--- src/rtl/condiciona_entradas.sv ---
// rtl/condiciona_entradas.sv - synchronize, debounce and decode the feeder panel inputs

// One input channel: 2-flop synchronizer followed by a stability counter.
module condiciona_entradas_deb #(
  parameter int   DEB_CYCLES = 50000,
  parameter logic RST_VAL    = 1'b0
) (
  input  logic clk,
  input  logic reset,
  input  logic raw,
  output logic stable
);

  localparam int            CW   = $clog2(DEB_CYCLES);
  localparam logic [CW-1:0] LAST = CW'(DEB_CYCLES - 1);

  logic          s1;
  logic          s2;
  logic [CW-1:0] cnt;

  // Two-flop synchronizer for the asynchronous raw input.
  always_ff @(posedge clk or posedge reset) begin
    if (reset) begin
      s1 <= RST_VAL;
      s2 <= RST_VAL;
    end else begin
      s1 <= raw;
      s2 <= s1;
    end
  end

  // Accept a new level only after DEB_CYCLES consecutive differing cycles.
  always_ff @(posedge clk or posedge reset) begin
    if (reset) begin
      stable <= RST_VAL;
      cnt    <= '0;
    end else if (s2 == stable) begin
      cnt <= '0;
    end else if (cnt == LAST) begin
      stable <= s2;
      cnt    <= '0;
    end else begin
      cnt <= cnt + CW'(1);
    end
  end

endmodule

// Conditions the panel switches and feed button into clean control signals.
module condiciona_entradas #(
  parameter int DEB_CYCLES = 50000
) (
  input  logic       clk,
  input  logic       reset,
  input  logic       Botao,
  input  logic       LD,
  input  logic       T2s,
  input  logic       T4s,
  input  logic       T8s,
  output logic       ld_o,
  output logic       press_pulse,
  output logic [1:0] sel,
  output logic       erro,
  output logic       sel_change
);

  logic       btn_st;
  logic       ld_st;
  logic       t2_st;
  logic       t4_st;
  logic       t8_st;
  logic       btn_prev;
  logic       ld_prev;
  logic [1:0] sel_d;
  logic       erro_d;

  // The button idles high (released), so its channel resets to 1.
  condiciona_entradas_deb #(.DEB_CYCLES(DEB_CYCLES), .RST_VAL(1'b1)) u_btn (
    .clk(clk), .reset(reset), .raw(Botao), .stable(btn_st));
  condiciona_entradas_deb #(.DEB_CYCLES(DEB_CYCLES), .RST_VAL(1'b0)) u_ld (
    .clk(clk), .reset(reset), .raw(LD), .stable(ld_st));
  condiciona_entradas_deb #(.DEB_CYCLES(DEB_CYCLES), .RST_VAL(1'b0)) u_t2 (
    .clk(clk), .reset(reset), .raw(T2s), .stable(t2_st));
  condiciona_entradas_deb #(.DEB_CYCLES(DEB_CYCLES), .RST_VAL(1'b0)) u_t4 (
    .clk(clk), .reset(reset), .raw(T4s), .stable(t4_st));
  condiciona_entradas_deb #(.DEB_CYCLES(DEB_CYCLES), .RST_VAL(1'b0)) u_t8 (
    .clk(clk), .reset(reset), .raw(T8s), .stable(t8_st));

  assign ld_o = ld_st;

  // Press edge: the stable button fell last cycle while the feeder was on
  // before that fall (ld_prev holds ld_o from the transition cycle).
  always_ff @(posedge clk or posedge reset) begin
    if (reset) begin
      btn_prev    <= 1'b1;
      ld_prev     <= 1'b0;
      press_pulse <= 1'b0;
    end else begin
      btn_prev    <= btn_st;
      ld_prev     <= ld_st;
      press_pulse <= btn_prev & ~btn_st & ld_prev;
    end
  end

  // Interval decode: a single active switch selects, several flag an error.
  always_comb begin
    sel_d  = 2'b00;
    erro_d = 1'b0;
    case ({t2_st, t4_st, t8_st})
      3'b000:  begin sel_d = 2'b00; erro_d = 1'b0; end
      3'b100:  begin sel_d = 2'b01; erro_d = 1'b0; end
      3'b010:  begin sel_d = 2'b10; erro_d = 1'b0; end
      3'b001:  begin sel_d = 2'b11; erro_d = 1'b0; end
      default: begin sel_d = 2'b00; erro_d = 1'b1; end
    endcase
  end

  // Register the decode; sel_change marks the first cycle of a new sel.
  always_ff @(posedge clk or posedge reset) begin
    if (reset) begin
      sel        <= 2'b00;
      erro       <= 1'b0;
      sel_change <= 1'b0;
    end else begin
      sel        <= sel_d;
      erro       <= erro_d;
      sel_change <= (sel_d != sel);
    end
  end

endmodule

--- config.mk ---
export PLATFORM = sky130hd
export DESIGN_NAME = condiciona_entradas
export DESIGN_NICKNAME = d
export VERILOG_FILES = /design/src/rtl/condiciona_entradas.sv
export SDC_FILE = /design/constraint.sdc
export NUM_CORES = 1
export LEC_CHECK = 0
export ABC_AREA = 0
export ABC_CLOCK_PERIOD_IN_PS = 3700
export BUFFER_PORTS_ARGS = -buffer_cell sky130_fd_sc_hd__buf_2
export CORE_MARGIN = 3
export CORE_UTILIZATION = 25
export DETAILED_ROUTE_END_ITERATION = 6
export PLACE_DENSITY = 0.45
export SYNTH_ARGS = -nofsm -noshare
export SYNTH_HDL_FRONTEND = slang
export SYNTH_SLANG_ARGS = --single-unit
--- constraint.sdc ---
create_clock -name clk -period 3.7 [get_ports clk]
set_input_delay 0 -clock clk [delete_from_list [all_inputs] [get_ports clk]]
set_output_delay 0 -clock clk [all_outputs]
set_load 0.03 [all_outputs]
## Yosys cells after proc, flatten, opt, wreduce, memory -nomap -nowiden

Index checks and enable logic that the tools add are counted.
W data, S select, Z words.

- Word-level logic and storage cells: 72
- Register bits: 102
- Input bits: 7
- Output and inout bits: 6

- Bitwise logic cells: 8
- Reduce and logical (&&, ||, !) cells: 7
- Eq/ne operators: 14
- Add/sub/neg operators: 5
- Mux-type cells: 12

Operators by type and width:

| kind | count |
|---|---|
| $mux W16 | 10 |
| $add A16 B1 Y16 const B | 5 |
| $eq A16 B16 Y1 const B | 5 |
| $reduce_and A2 Y1 | 5 |
| $not A1 Y1 | 6 |
| $pmux W2 S3 | 1 |
| $eq A1 B1 Y1 | 5 |
| $reduce_or A4 Y1 | 1 |
| $eq A3 B1 Y1 const B | 1 |
| $eq A3 B2 Y1 const B | 1 |
| $eq A3 B3 Y1 const B | 1 |
| $logic_not A3 Y1 | 1 |
| $and A1 B1 Y1 | 2 |
| $ne A2 B2 Y1 | 1 |
| $mux W1 | 1 |

## Longest topological paths before layout

- Depth after elaboration: 3
- Depth in mapped cells: 6
- Gate-level depth less buffers: 5

## By module

A second synthesis with hierarchy kept.

- Cells, all modules: 459
- Area, all modules: 5,220.0 µm²

By module, submodules not included:

| module | instances | cells each | area each (µm²) | seq. area each (µm²) |
|---|---|---|---|---|
| condiciona_entradas_deb at u_ld ... | 4 | 87 | 982.2 | 475.5 |
| condiciona_entradas_deb at u_btn | 1 | 87 | 985.9 | 479.2 |
| condiciona_entradas | 1 | 24 | 305.3 | 176.4 |

## Worst setup path before layout

OpenSTA, ideal clock, no wires.

- Path kind: register to register
- Start point: reg u_btn.cnt[10]
- End point: reg u_btn.cnt[10]
- Library setup time: 0.119 ns
- Path buffers: 1
- Stages on the path, launching flop included: 5
- Clock period less this slack: 1.652 ns
- Data required time: 3.581 ns
- Arrival time: 1.534 ns
- Setup slack: 2.048 ns
- Cells stage by stage: dfrtp_1 > or3_1 > o41ai_4 > buf_6 > nor2_1

- Cells in the longest elaborated chain, start to end: 3
- Elaborated cells on any way between the ends: 4
- Those cells by class: add/sub: 1; eq/ne: 1; mux: 2

Ends and longest elaborated chain:

| element | line | text |
|---|---|---|
| start: declaration | 19 | `logic [CW-1:0] cnt;` |
| start signal: assignment | 43 | `cnt <= cnt + CW'(1);` |
| $add A16 B1 Y16 / $eq A16 B16 Y1 (equally long branches) | 43, 39 |  |
| $mux W16 (*) | 39 | `end else if (cnt == LAST) begin` |
| $mux W16 (*) | 37 | `end else if (s2 == stable) begin` |

Mark *: on every way between the ends. The rest lies on a longest branch, timed or not.
A chain may end at the register's enable or synchronous reset.

## Worst setup path in the final report

- Start point: reg u_btn.cnt[12]
- End point: reg u_btn.cnt[10]

- Cells in the longest elaborated chain, start to end: 3

Ends and longest elaborated chain:

| element | line |
|---|---|
| $eq A16 B16 Y1 | 39 |
| $mux W16 | 39 |
| $mux W16 | 37 |

Every way passes these cells.

==> results by group <==
Worst setup path
  – CP Class: flip-flop to flip-flop
  – Reg2Reg Depth: 4
  – Critical Path AT: 2.23 ns
  – FF-to-FF Start: u_btn.cnt[12]
  – R2R Setup Slk: between 1.5 and 2 ns
  – CP Capture Type: flip-flop
  – Critical Path Source Type: flip-flop
  – RR Endpoint: u_btn.cnt[10]
  – CP required: 3.90 ns
  – CP max FO: 16

Global routing
  – Initial antenna violation count: 0
  – Number of global-route vias before repair: 3151
  – First-pass GRT wire length: between 15000 and 20000 um
  – Largest net degree at the start of global routing: 72
  – GRT overflow: 0
  – GRT Total Usage: 0.09283

CTS
  – Post-CTS Setup Bufs: 0
  – Clk sink count: about 100
  – Worst skew pair latency: ~0.35 ns
  – TritonCTS Buffers: 9
  – CTS tree: done
  – Clock slew at reported path FFs: roughly 0.070 ns
  – Clk buf depth: 2
  – Clk root buf: clkbuf_16
  – H-tree depth: 3

Logic synthesis
  – Post-synth EDFFs: 0
  – Mapped Cells: between 400 and 500
  – Post-Synth Adder-Cell Area: 0.01547
  – Syn avg cell area: approximately 11 um^2
  – Post-synth top cells: dfrtp_1, nor2_1, xnor2_1, nand2_1
  – Net Count, Synth: ~460
  – Asr flop ratio synth: 1.000
  – Syn. warnings: 0
  – Primary FF master, synth: dfrtp_1
  – Compound-Gate Fraction of Synth Area: 0.02535
  – Simple-Gate Fraction of Synth Area: 0.2431
  – Synth Area in XOR/XNOR: 0.1382
  – Top-area cell type share of the netlist area: 0.5229
  – FF+latch count, synth: just over 100
  – Post-synthesis mux area share: 0.01201
  – Most frequent cell after synthesis: dfrtp_1
  – Post-synthesis sequential area ratio: 0.5454
  – Top cells by area, synth: dfrtp_1, xnor2_1, nor2_1
  – Largest family of logic cells by synthesized area: simple AND/OR/NAND/NOR gates
  – Mapped Area: ~4700 um^2
  – Unique cell type count in the Yosys netlist: 33
  – Leading area contributor after synthesis: dfrtp_1

Outcome
  – Run status: finished, final reports clean

STA
  – Final hold violations: 0
  – Rel. slew slack: 0.4104
  – Clock period minus worst slack: 2.032 ns
  – Achievable clock frequency: just under 500 MHz
  – Slew @ Worst Pin: ~0.88 ns
  – Period utilisation layout: 0.5491
  – Final Skew: 0.01267 ns
  – RSZ-0062 raised after global routing: false
  – Final Worst Setup Slack: 1.668 ns
  – Setup TNS: 0 ns
  – Final setup fails: 0
  – Max-slew violations: 0

Route
  – Routed via count: 3163
  – Routed Wire Length: slightly below 9000 um
  – DRT antenna net count: 0
  – Pre-antenna DRT Iters: 4
  – 1st-iter DRT viols: between 200 and 250
  – DR WL/cell: roughly 13 um
  – Vias per inst: roughly 4.5
  – Residual DRC: 0

Pwr
  – Total power: around 2200 uW
  – Worst IR drop on VDD: 0.0001928 V
  – Leakage: about 0.0022 uW
  – Pwr/cell area: around 420 nW/um^2

Worst hold path
  – Hold path endpoint: u_ld.s1
  – Worst hold start: LD
  – Min-delay worst type: input port to flip-flop
  – Worst Hold Path Cells: 2

Floorplan
  – Die height: 143.0 um
  – Starting density of the core: 0.2575
  – Die area: around 20000 um^2
  – Die Width: roughly 140 um
  – I/O pin total: 13
  – Std-Cell Core Area: about 18000 um^2
  – Rows: 49

Cells and area
  – Fin nets: 479
  – Fill cells: roughly 1800
  – Ant diodes: 0
  – Layout area overhead: 14.62%
  – Layout cells sized above 1: 0.09322

Job
  – MaxCap Viol Count: 0

Placement
  – IO buf count: 12
  – GPL Wtd Cong: between 0.7 and 0.8
  – Setup WS pre-CTS: about 1.7 ns
  – DP HPWL: ~6000 um
-- cell type report --
type                    instances  area, um^2  area share
clock buffers                   9       225.2     0.04190
repair buffers                 19       127.6     0.02374
multi-input cells             323        2036      0.3787
inverters                      12       47.55    0.008845
well taps                     229       286.5     0.05331
flip-flops and latches        102        2557      0.4758
clock inverters                 7       95.09     0.01769
-- critical path: stages, from the launching register on --
cell      delay, ns
dfrtp_1        0.44
nor4b_2        0.29
nand3b_1       0.17
o41ai_4        0.85
nor2_1         0.13
-- cell usage in the layout, fill, tap and decap left out, drive strengths merged, types with 13 or more instances in the layout --
cell type  instances
nor2              88
nor4              16
xor2              24
nand3             25
dfrtp             98
nand4             25
buf               13
nor3              13
xnor2             50
inv               14
nand2             26
-- timing repair --
action	CTS	global route
gates resized for setup	0	0
hold buffers	6	0
hold endpoints to repair	71	0
-- flip-flops by register name, summed over array words and instances, names as in the netlist, 2 cells and up --
register,flops
u_btn.cnt,16
u_ld.cnt,16
u_t2.cnt,16
u_t4.cnt,16
u_t8.cnt,16
sel,2
-- where the power goes --
| part | leakage (uW) | internal, uW | total (uW) | switching [uW] |
|---|---|---|---|---|
| Combinational | 0.000656 | 23.2 | 71.0 | 47.8 |
| Sequential | 0.00138 | 1130 | 1150 | 16.8 |
| Clock | 0.000156 | 595 | 1010 | 418 |
-- per-layer routing --
| metal | vias to the layer above | global-route usage | routed length [um] |
|---|---|---|---|
| met5 | - | 0 | 0 |
| met4 | 0 | 0.03152 | 143 |
| met3 | 10 | 0.02679 | 247 |
| met2 | 23 | 0.1395 | 3860 |
| met1 | 1553 | 0.1286 | 4541 |
| li1 | 1577 | - | - |
-- cells by family (layout without fill, tap and decap cells) --
family,count (synthesis),count (layout)
fa+ha+maj,6,6
flops,102,102
compound gates,12,12
simple gates,226,226
xor+xnor,74,74
buf+inv,20,47
mux,5,5
-- metrics by stage --
| step | instance area [um^2] | hold WS (ns) | utilization | instances |
|---|---|---|---|---|
| 6_report | 5375 | 0.2945 | 0.2952 | 701 |
| 3_3_place_gp | 4995 | 0.1079 | 0.2743 | 679 |
| 3_5_place_dp | 4995 | 0.1093 | 0.2743 | 679 |
| 2_1_floorplan | 4690 | 0.004478 | - | 445 |
| 5_1_grt | 5375 | 0.2823 | 0.2952 | 701 |
| 4_1_cts | 5375 | 0.2688 | 0.2952 | 701 |
-- worst max-delay path by stage --
stage / start / to / slack, ns / depth (start not counted)
after global routing: u_t2.cnt[12] / u_t2.cnt[11] / 1.39 / 4
after floorplan: reset / erro / 1.03 / 1
after CTS: u_btn.cnt[10] / u_btn.cnt[10] / 1.65 / 3
after detailed placement: u_t2.cnt[12] / u_t2.cnt[8] / 1.68 / 4
final: u_btn.cnt[12] / u_btn.cnt[10] / 1.67 / 4
after global placement: u_t2.cnt[12] / u_t2.cnt[8] / 1.69 / 4
No activity file was read; power rests on OpenSTA's default activity.
